### config.mk
export PLATFORM = sky130hd
export DESIGN_NAME = mvau_stream_axi_flat
export DESIGN_NICKNAME = d
export VERILOG_FILES = /design/src/rtl/mvau_stream_axi_if.sv /design/src/rtl/mvau_stream_axi.sv /design/src/flat_wrapper.sv
export SDC_FILE = /design/constraint.sdc
export NUM_CORES = 1
export LEC_CHECK = 0
export ABC_AREA = 1
export BUFFER_PORTS_ARGS = -buffer_cell sky130_fd_sc_hd__buf_2
export CAP_MARGIN = 20
export CORE_ASPECT_RATIO = 0.7
export CORE_MARGIN = 2
export CORE_UTILIZATION = 60
export DETAILED_ROUTE_END_ITERATION = 10
export GPL_ROUTABILITY_DRIVEN = 0
export MAX_ROUTING_LAYER = met4
export PLACE_DENSITY = 0.84
export SLEW_MARGIN = 10
export SYNTH_ARGS = -nofsm -noshare
export SYNTH_HDL_FRONTEND = slang
export SYNTH_SLANG_ARGS = --single-unit
### constraint.sdc
create_clock -name clk -period 11.6 [get_ports clk]
set_input_delay 0 -clock clk [delete_from_list [all_inputs] [get_ports clk]]
set_output_delay 0 -clock clk [all_outputs]
set_load 0.01 [all_outputs]
### src/rtl/mvau_stream_axi_if.sv
// Stream bundle for the matrix-vector unit: activation and weight tiles in,
// per-PE results out, each with a valid/ready handshake.
interface mvau_stream_axi_if #(
  parameter int SIMD  = 2,
  parameter int PE    = 2,
  parameter int TSrcI = 8,
  parameter int TW    = 8,
  parameter int TDstI = 16
);
  logic [SIMD*TSrcI-1:0]  in_act;
  logic                   in_act_valid;
  logic                   in_act_ready;
  logic [PE*SIMD*TW-1:0]  in_wgt;
  logic                   in_wgt_valid;
  logic                   in_wgt_ready;
  logic [PE*TDstI-1:0]    out;
  logic                   out_valid;
  logic                   out_ready;

  modport master (
    output in_act, in_act_valid, in_wgt, in_wgt_valid, out_ready,
    input  in_act_ready, in_wgt_ready, out, out_valid
  );

  modport slave (
    input  in_act, in_act_valid, in_wgt, in_wgt_valid, out_ready,
    output in_act_ready, in_wgt_ready, out, out_valid
  );
endinterface

### src/rtl/mvau_stream_axi.sv
// Streaming matrix-vector unit: SIMD x PE tile per fire, activations buffered
// on the first row-fold and reused for the remaining NF-1 folds.
//
// state | meaning
// FILL  | nf_cnt = 0, activations consumed from in_act and written to the buffer
// REUSE | nf_cnt > 0, activations replayed from the buffer, only weights consumed
module mvau_stream_axi #(
  parameter int SIMD    = 2,
  parameter int PE      = 2,
  parameter int MatrixW = 4,
  parameter int MatrixH = 4,
  parameter int TSrcI   = 8,
  parameter int TW      = 8,
  parameter int TDstI   = 16,
  parameter int MODE    = 0
) (
  input  logic              clk,
  input  logic              rst,
  mvau_stream_axi_if.slave  bus
);
  localparam int SF   = MatrixW / SIMD;
  localparam int NF   = MatrixH / PE;
  localparam int SF_T = (SF > 1) ? $clog2(SF) : 1;
  localparam int NF_T = (NF > 1) ? $clog2(NF) : 1;
  // wide enough for an unsigned-extended activation times a signed weight
  localparam int PW   = TSrcI + TW + 1;

  typedef enum logic {FILL, REUSE} state_t;

  state_t                 state;
  logic [SF_T-1:0]        sf_cnt;
  logic [NF_T-1:0]        nf_cnt;
  logic [SIMD*TSrcI-1:0]  act_buf [SF];
  logic [TDstI-1:0]       acc     [PE];
  logic [TDstI-1:0]       acc_nxt [PE];
  logic [TDstI-1:0]       sum     [PE];
  logic [PE*TDstI-1:0]    out_q;
  logic                   out_valid_q;

  logic                   sf_last;
  logic                   stall;
  logic                   fire;
  logic [SIMD*TSrcI-1:0]  act;
  logic [TSrcI-1:0]       a;
  logic [TW-1:0]          w;
  logic signed [PW-1:0]   ax;
  logic signed [PW-1:0]   wx;
  logic signed [PW-1:0]   prod;

  assign sf_last = (sf_cnt == SF_T'(SF - 1));
  assign stall   = out_valid_q & ~bus.out_ready & sf_last;

  always_comb begin
    bus.in_act_ready = 1'b0;
    bus.in_wgt_ready = 1'b0;
    if (!rst) begin
      if (state == FILL) begin
        bus.in_act_ready = ~stall & bus.in_wgt_valid;
        bus.in_wgt_ready = ~stall & bus.in_act_valid;
      end else begin
        bus.in_wgt_ready = ~stall;
      end
    end
  end

  assign fire = (state == FILL)
              ? (bus.in_act_valid & bus.in_act_ready & bus.in_wgt_valid & bus.in_wgt_ready)
              : (bus.in_wgt_valid & bus.in_wgt_ready);

  assign act = (state == FILL) ? bus.in_act : act_buf[sf_cnt];

  always_comb begin
    a    = '0;
    w    = '0;
    ax   = '0;
    wx   = '0;
    prod = '0;
    for (int p = 0; p < PE; p++) begin
      sum[p] = '0;
      for (int i = 0; i < SIMD; i++) begin
        a = act[i*TSrcI +: TSrcI];
        w = bus.in_wgt[(p*SIMD+i)*TW +: TW];
        if (MODE == 2) begin
          prod = PW'({1'b0, ~(a[0] ^ w[0])});
        end else begin
          if (MODE == 1) ax = PW'($signed({1'b0, a}));
          else           ax = PW'($signed(a));
          wx   = PW'($signed(w));
          prod = ax * wx;
        end
        sum[p] = sum[p] + TDstI'(prod);
      end
      acc_nxt[p] = ((sf_cnt == '0) ? '0 : acc[p]) + sum[p];
    end
  end

  always_ff @(posedge clk or posedge rst) begin
    if (rst) begin
      state       <= FILL;
      sf_cnt      <= '0;
      nf_cnt      <= '0;
      out_q       <= '0;
      out_valid_q <= 1'b0;
      for (int p = 0; p < PE; p++) acc[p] <= '0;
    end else begin
      if (out_valid_q && bus.out_ready) out_valid_q <= 1'b0;
      if (fire) begin
        for (int p = 0; p < PE; p++) acc[p] <= acc_nxt[p];
        if (sf_last) begin
          sf_cnt      <= '0;
          out_valid_q <= 1'b1;
          for (int p = 0; p < PE; p++) out_q[p*TDstI +: TDstI] <= acc_nxt[p];
          if (nf_cnt == NF_T'(NF - 1)) begin
            nf_cnt <= '0;
            state  <= FILL;
          end else begin
            nf_cnt <= nf_cnt + 1'b1;
            state  <= REUSE;
          end
        end else begin
          sf_cnt <= sf_cnt + 1'b1;
        end
      end
    end
  end

  // buffer contents survive reset; they are always rewritten in FILL before use
  always_ff @(posedge clk) begin
    if (fire && state == FILL) act_buf[sf_cnt] <= bus.in_act;
  end

  assign bus.out       = out_q;
  assign bus.out_valid = out_valid_q;
endmodule

### src/flat_wrapper.sv
// flat-port wrapper written by rule: the top's interface ports become plain ports
module mvau_stream_axi_flat 
#(
  parameter int SIMD    = 2,
  parameter int PE      = 2,
  parameter int MatrixW = 4,
  parameter int MatrixH = 4,
  parameter int TSrcI   = 8,
  parameter int TW      = 8,
  parameter int TDstI   = 16,
  parameter int MODE    = 0
)
  (clk, rst, bus_in_act, bus_in_act_valid, bus_in_wgt, bus_in_wgt_valid, bus_out_ready, bus_in_act_ready, bus_in_wgt_ready, bus_out, bus_out_valid);
  mvau_stream_axi_if #(.SIMD(SIMD), .PE(PE), .TSrcI(TSrcI), .TW(TW), .TDstI(TDstI)) bus_i ();
  input  logic clk;
  input  logic rst;
  input wire logic [$bits(bus_i.in_act)-1:0] bus_in_act;
  input wire logic [$bits(bus_i.in_act_valid)-1:0] bus_in_act_valid;
  input wire logic [$bits(bus_i.in_wgt)-1:0] bus_in_wgt;
  input wire logic [$bits(bus_i.in_wgt_valid)-1:0] bus_in_wgt_valid;
  input wire logic [$bits(bus_i.out_ready)-1:0] bus_out_ready;
  output wire logic [$bits(bus_i.in_act_ready)-1:0] bus_in_act_ready;
  output wire logic [$bits(bus_i.in_wgt_ready)-1:0] bus_in_wgt_ready;
  output wire logic [$bits(bus_i.out)-1:0] bus_out;
  output wire logic [$bits(bus_i.out_valid)-1:0] bus_out_valid;
  assign bus_i.in_act = bus_in_act;
  assign bus_i.in_act_valid = bus_in_act_valid;
  assign bus_i.in_wgt = bus_in_wgt;
  assign bus_i.in_wgt_valid = bus_in_wgt_valid;
  assign bus_i.out_ready = bus_out_ready;
  assign bus_in_act_ready = bus_i.in_act_ready;
  assign bus_in_wgt_ready = bus_i.in_wgt_ready;
  assign bus_out = bus_i.out;
  assign bus_out_valid = bus_i.out_valid;
  mvau_stream_axi #(.SIMD(SIMD), .PE(PE), .MatrixW(MatrixW), .MatrixH(MatrixH), .TSrcI(TSrcI), .TW(TW), .TDstI(TDstI), .MODE(MODE)) u_core (.clk(clk), .rst(rst), .bus(bus_i));
endmodule
==> results.py <==
metrics = {
    "final_layout": {
        "fin_area_sq_mm": 0.01751,
        "nFillCells": 2129,
        "drive_above_1_share": 0.07108,
        "area_delta_synth_final_pct": 8.604,
        "fin_cells": 2405,
        "final_nets": 2531,
        "final_util": 0.6587,
    },
    "routing": {
        "vias_per_cell": 5.299,
        "wl_per_cell_microns": 16.84,
        "drtIter0Drc": 1023,
        "final_antenna_net_count": 0,
        "wl_mm": 40.51,
        "vias": 12750,
        "drt_pass1_iterations": 8,
        "drc": 0,
    },
    "floorplan": {
        "row_count": 50,
        "dieArea_sq_mm": 0.02823,
        "dieHeight_microns": 141.2,
        "start_util": 0.6065,
        "fp.dieW_microns": 200.0,
        "ios": 88,
        "core_area_sq_mm": 0.02659,
    },
    "logic_synthesis": {
        "yosys.area.top_type_share": 0.3674,
        "seq_area_frac_synth": 0.1636,
        "synth_fp_nets": 2434,
        "ys.flop_type": "dfrtp_1",
        "yosysWarningCount": 0,
        "netlist_area_sq_mm": 0.01613,
        "synth_edf_count": 32,
        "synth_most_common_cell": "inv_1",
        "syn_area_per_cell_sq_um": 8.317,
        "syn_inst": 1939,
        "ys_seq_elements": 99,
        "synth_top_cell_by_area": "fa_1",
        "synthTopCellsByCount": "inv_1 (548), nand2_1 (406), fa_1 (296)",
        "async_reset_ff_frac": 0.6768,
        "synthDistinctLibCells": 36,
        "synthTopCellsByArea": "fa_1 (37%), inv_1 (13%), ha_1 (11%)",
    },
    "placement": {
        "hpwl_mm": 33.87,
        "io_buffers": 87,
        "dp_cells": 2371,
        "post_dp_cell_area_sq_mm": 0.01697,
    },
    "worst_setup_path": {
        "cp_max_fo": 50,
        "crit_path_end_kind": "flop",
        "worst-endpoint-arrival_ps": 7310,
        "required_ps": 11850,
        "slowest_stage": "nor2_1",
        "path_class": "flop to flop",
        "slowest_delay_ps": 750,
        "path_common_cell": "nand2_1",
        "critPathLaunchType": "flop",
    },
    "grt": {
        "grt_pass1_vias": 13580,
        "grt_max_degree": 69,
        "overflow": 0,
        "grt_pass1_wl_mm": 66.90,
        "grt_antenna_before_repair": 0,
        "grt_usage": 0.3189,
    },
    "timing": {
        "slew_violations": 0,
        "max_freq_mhz": 141.8,
        "relSlewSlack": 0.3311,
        "fin_crit_sh": 0.6081,
        "period_minus_slack_ps": 7054,
        "hold_viol": 0,
        "tightest_slew_ps": 999.7,
        "final-setup-viol-count": 0,
        "rsz0062_at_grt": "no",
        "fin_tns_setup_ps": 0,
        "final.setup_skew_ps": 14.04,
    },
    "clocking": {
        "post-cts-setup-buffers": 0,
        "cts_tree": "done",
        "cts_buffers": 9,
        "cts_buffer_depth": 2,
        "clock_latency_ps": 370,
        "htreeDepth": 3,
        "clock-root-buffer": "clkbuf_16",
        "path_clk_slew_ps": 70,
        "cts.sinks": 99,
    },
    "outcome": {
        "status": "finished clean",
    },
    "hold_path": {
        "min_path_type": "input port to output port",
    },
    "job": {
        "cap_violations": 0,
    },
}
## cell families (layout without fill, tap and decap cells)
kind of cell	after synthesis	count (layout)	synth area share
DFF	99	99	0.1636
xor gates and xnor gates	25	25	0.01358
buffers and inverters	588	689	0.1390
other	0	1	0
and+or+nand+nor	693	693	0.1705
adders and majority gates	442	442	0.4807
AOI/OAI and AO/OA	92	92	0.03274
## metrics by stage
step	hold WS, ps	setup WS, ps
3_3_place_gp	206.0	4830
6_report	332.0	4546
5_1_grt	380.0	4040
3_5_place_dp	206.1	4610
4_1_cts	330.6	4567
2_1_floorplan	98.87	5542
## timing repair
item | CTS | global route
resized for setup | 0 | 0
hold buffers | 18 | 0
endpoints found under the hold margin | 100 | 0
## sequential cells by signal, summed over array words and instances (netlist names)
register,flops
u_core.nf_cnt,1
u_core.sf_cnt,1
u_core.act_buf,32
u_core.bus.out,32
u_core.bus.out_valid,1
u_core.acc,32
## critical path, delay by kind of cell, from the launching register on
kind                       cells  cell delay [ps]
DFF                            1              370
buffers and inverters          5              920
adders and majority gates      7             3360
AOI/OAI and AO/OA              1               60
and+or+nand+nor               13             2190
## per-layer routing
metal,share of wire,global-route usage
met2,0.47,0.5111
met5,0,-
met4,0.037,0.1064
met1,0.39,0.4003
met3,0.10,0.07703
## area by class of cell
class	count	area, sq um	share of cell area
inverters	555	2083	0.1189
repair buffers	119	720.7	0.04115
well taps	364	455.4	0.02600
diodes	1	2.502	0.0001429
multi-input cells	1252	11250	0.6425
clock inverters	6	136.4	0.007787
flip-flops and latches	99	2638	0.1506
clock buffers	9	225.2	0.01286
## path summary, 6_finish.rpt
path	start	endpoint	cells after the start	slack, ps
worst max register to register	u_core.sf_cnt	u_core.acc[28]	26	4550
worst min register to register	u_core.bus.out[22]	u_core.bus.out[22]	2	470
worst max-delay path	u_core.sf_cnt	u_core.acc[28]	26	4550
min in group asynchronous	rst	u_core.bus.out[25]	4	440
max in group asynchronous	rst	u_core.nf_cnt	4	10570
worst min-delay path	bus_in_wgt_valid	bus_in_act_ready	4	330
## layout by cell type (no fill, tap or decap), drive strengths merged, types with 16 or more instances in the layout
| cell type | count |
|---|---|
| inv | 554 |
| a21oi | 25 |
| o21ai | 52 |
| nand3 | 58 |
| fa | 296 |
| dlygate4sd3 | 18 |
| nand2 | 408 |
| ha | 146 |
| nor2 | 211 |
| buf | 101 |
| edfxtp | 32 |
| dfrtp | 67 |
| xor2 | 16 |
Power is not shown: default switching activity piles up to over one toggle a cycle in this logic, so the estimate is an artifact.
